==> src/rtl/pipeline_stall_ctrl.sv <==
// pipeline_stall_ctrl: turns hazard, branch and SRAM-wait signals into freeze/flush/bubble controls with watchdog and perf counters.
module pipeline_stall_ctrl #(
  parameter int MEM_TIMEOUT = 64,
  parameter int CNT_W = 16
) (
  input  logic             clk,
  input  logic             rst,
  input  logic             hazard_detected,
  input  logic             branch_taken,
  input  logic             mem_req,
  input  logic             mem_ready,
  output logic             freeze_all,
  output logic             pc_freeze,
  output logic             if_id_freeze,
  output logic             if_id_flush,
  output logic             id_ex_bubble,
  output logic             mem_timeout_err,
  output logic [CNT_W-1:0] stall_cnt,
  output logic [CNT_W-1:0] flush_cnt,
  output logic [CNT_W-1:0] mem_wait_cnt
);
  typedef enum logic [1:0] {RUN, MEM_WAIT, ERR} state_t;
  localparam int WW = $clog2(MEM_TIMEOUT) + 1;
  localparam logic [CNT_W-1:0] CMAX = '1;
  state_t state, state_nx;
  logic [WW-1:0] wait_ctr;
  logic mem_wait, do_stall, do_flush, live;
  always_comb begin
    mem_wait = mem_req & ~mem_ready;
    live = (state != ERR);
    do_flush = live & ~mem_wait & branch_taken;
    do_stall = live & ~mem_wait & ~branch_taken & hazard_detected;
    freeze_all = ~live | mem_wait;
    pc_freeze = freeze_all | do_stall;
    if_id_freeze = pc_freeze;
    if_id_flush = do_flush;
    id_ex_bubble = do_flush | do_stall;
    mem_timeout_err = ~live;
    state_nx = ~live ? ERR :
               ~mem_wait ? RUN :
               (state == MEM_WAIT && wait_ctr == WW'(MEM_TIMEOUT - 1)) ? ERR : MEM_WAIT;
  end
  always_ff @(posedge clk) begin
    if (rst) begin
      state <= RUN;
      wait_ctr <= '0;
      stall_cnt <= '0;
      flush_cnt <= '0;
      mem_wait_cnt <= '0;
    end else begin
      state <= state_nx;
      // the cycle that enters MEM_WAIT is already wait cycle 1
      if (live && mem_wait) wait_ctr <= (state == RUN) ? WW'(1) : wait_ctr + WW'(1);
      if (do_stall && stall_cnt != CMAX) stall_cnt <= stall_cnt + CNT_W'(1);
      if (do_flush && flush_cnt != CMAX) flush_cnt <= flush_cnt + CNT_W'(1);
      if (live && mem_wait && mem_wait_cnt != CMAX) mem_wait_cnt <= mem_wait_cnt + CNT_W'(1);
    end
  end
endmodule

==> config.mk <==
export PLATFORM = sky130hd
export DESIGN_NAME = pipeline_stall_ctrl
export DESIGN_NICKNAME = d
export VERILOG_FILES = /design/src/rtl/pipeline_stall_ctrl.sv
export SDC_FILE = /design/constraint.sdc
export NUM_CORES = 1
export LEC_CHECK = 0
export ABC_CLOCK_PERIOD_IN_PS = 1600
export BUFFER_PORTS_ARGS = -buffer_cell sky130_fd_sc_hd__buf_2
export CAP_MARGIN = 20
export CORE_MARGIN = 2
export CORE_UTILIZATION = 30
export CTS_BUF_LIST = sky130_fd_sc_hd__clkbuf_4 sky130_fd_sc_hd__clkbuf_8
export DETAILED_ROUTE_END_ITERATION = 6
export GPL_ROUTABILITY_DRIVEN = 0
export PLACE_DENSITY_LB_ADDON = 0.15
export SKIP_CTS_REPAIR_TIMING = 1
export SYNTH_ARGS = -nofsm -noshare
export SYNTH_HDL_FRONTEND = slang
export SYNTH_SLANG_ARGS = --single-unit
==> constraint.sdc <==
create_clock -name clk -period 1.6 [get_ports clk]
set_clock_uncertainty 0.05 [all_clocks]
set_input_delay 0.32 -clock clk [delete_from_list [all_inputs] [get_ports clk]]
set_output_delay 0.32 -clock clk [all_outputs]
set_load 0.02 [all_outputs]
==> flow_summary.yaml <==
run_status:
  status: "complete, but fails checks"
  violations: "setup timing"
sta:
  worst_slew_margin_rel_pct: 67.1
  tightestPinTransition_ns: 0.494
  finalCriticalPeriod_ns: 1.74
  setup_viol: 11
  fmax_ghz: 0.573
  fin_ws_ns: -0.144
  slew_viol_final: 0
  fin_crit_sh_pct: 109
  hold_ws_ns: 0.377
  rsz0062_at_grt: "true"
  hold_violations: 0
  fin_tns_setup_ns: -0.657
drt:
  postRouteAntennaNets: 0
  vias: 2858
  first_pass_iters: 4
  drc_errors: 0
  first_iter_violations: 41
  finalWirelength_um: 7860
  vias_per_cell: 4.88
  routedWlPerCell_um: 13.4
power_and_ir_drop:
  power.total_w: 0.00299
  irDropWorstVdd_mv: 0.518
  leakagePower_nw: 1.93
  pwr_density_cell_nw_per_um2: 673
finish:
  nFillCells: 906
  instances_no_fill: 586
  antenna_cells: 0
  final_common_cell: "buf_4"
  final_cell_mix: "buf_4, buf_2, nor2_1, dfxtp_1, xor2_1"
  fin_area_um2: 4440
  nets: 480
  layout-area-overhead-vs-synth_pct: 60.4
  drive_gt1_share_pct: 50.5
  multi_input_area_um2: 1860
  regArea_um2: 1200
critical_path:
  cp_slowest_cell: "dfxtp_2"
  slowest_delay_ns: 0.32
  cp_top_family: "simple AND/OR/NAND/NOR gates"
  worstPathRequired_ns: 1.23
  crit_buf_inv: 2
  path_class: "flip-flop to output port"
  crit_chain: "or2b_4 > buf_6 > nand2_2 > o21ai_1 > buf_2"
  critical_path_depth: 5
  crit_fanout: 4
  r2r_cells: 6
  arrival_ns: 1.37
  critPathCaptureType: "output port"
  crit_path_start_kind: "flip-flop"
yosys:
  ys_top_cells_by_area: "dfxtp_1, nor2_1, xor2_1"
  synth_ff_type: "dfxtp_1"
  synth_top_family_by_area: "simple AND/OR/NAND/NOR gates"
  syn_nets: 333
  synth_area_um2: 2770
  syn_avg_cell_area_um2: 8.57
  synth_edf_count: 0
  ys_ff_latch: 57
  synth_fa_ha_area_share_pct: 1.81
  seq_area_frac_synth_pct: 41.2
  synth-xor-area-share_pct: 12.3
  yosysTopAreaCell: "dfxtp_1"
  ys_warn_count: 0
  synth_mux_area_share_pct: 0.723
  ys_types: 45
  synth_compound_area_share_pct: 7.91
  synthArstFlopShare_pct: 0
  synthSimpleGateAreaFrac_pct: 33.2
  yosysTopAreaCellShare_pct: 41.2
  synthCells: 323
grt:
  globalRouteTotalUtil_pct: 15.2
  grt_pass1_wl_um: 12200
  antenna_found_initial: 0
  grt_pass1_vias: 2615
  grt.overflow.total: 0
  grt_start_max_net_pins: 24
clock_tree:
  cts.sinks: 57
  cts_tree: "done"
  cts_buffer_depth: 2
  clkTransAtPathRegs_ns: 0.07
  numCtsBuffers: 9
  clock_latency_ns: 0.34
  root_buffer: "clkbuf_8"
  htreeDepth: 3
placed_design:
  dpl.hpwl_um: 5570
  io_buffers: 59
  dp.cells: 557
  place_area_um2: 3810
floorplan:
  fp.dieW_um: 100
  core_um2: 9110
  fp.dieH_um: 100
  io_pins: 60
  start_util_pct: 30.4
  die-area_um2: 10000
  row_count: 35
worst_hold_path:
  holdCritPathClass: "input pin to flip-flop"
  hold_depth: 2
run:
  max_cap_viol_count: 0
==> cells in the mapped netlist (4+ instances only) <==
cell       n
nor2_1    53
nand4b_1   4
nor3_1    11
xor2_1    20
nand4_1   15
nor4_1     4
ha_1       4
inv_1      7
nand2_1   21
clkbuf_1   5
a21oi_1   10
dfxtp_1   57
xnor2_1   19
nand3_1   20
and4_1     7
o21ai_0    8
and3_1    11
a31oi_1    4
==> state kept, by name (all words and copies together) (netlist names) <==
signal        count
flush_cnt        16
mem_wait_cnt     16
wait_ctr          7
stall_cnt        16
state             2
==> path summary, 6_finish.rpt <==
check,startpoint,to,slack (ns)
worst max-delay path,state[1],id_ex_bubble,-0.14
worst min-delay path,rst,mem_wait_cnt[13],0.38
worst max register to register,flush_cnt[5],flush_cnt[7],-0.03
worst min register to register,wait_ctr[6],wait_ctr[6],0.44
==> through the flow <==
step / utilization, % / setup WS [ns]
2_1_floorplan: - / -0.000482
3_3_place_gp: 41.8 / -0.118
3_5_place_dp: 41.8 / -0.135
4_1_cts: 44.0 / -0.377
5_1_grt: 48.7 / -0.196
6_report: 48.7 / -0.144
==> report_power, final <==
part | switching [W] | internal, W
sequential | 0.0000132 | 0.00142
combinational | 0.000127 | 0.000104
clock | 0.000577 | 0.000744
==> layer usage <==
metal | global-route usage, % | wire, um | part of all wire, % | up-vias
li1 | - | - | - | 1447
met1 | 19.3 | 3610 | 46 | 1353
met2 | 24.7 | 3820 | 49 | 48
met3 | 4.81 | 350 | 4.5 | 10
met4 | 4.43 | 80 | 1.0 | 0
met5 | 0 | 0 | 0 | -
==> area by class of cell <==
class                   instances  area share, %
inverters                       8          0.733
clock inverters                 2          0.225
well taps                     111           3.13
clock buffers                  14           4.20
repair buffers                146           22.8
multi-input cells             248           41.9
flip-flops and latches         57           27.0
==> kinds of logic after synthesis <==
family                     after synthesis
xor gates and xnor gates                39
adders and majority gates                4
muxes                                    2
buffers and inverters                   18
DFF                                     57
AOI/OAI and AO/OA                       35
and+or+nand+nor                        168
(Power assumes the default switching activity.)
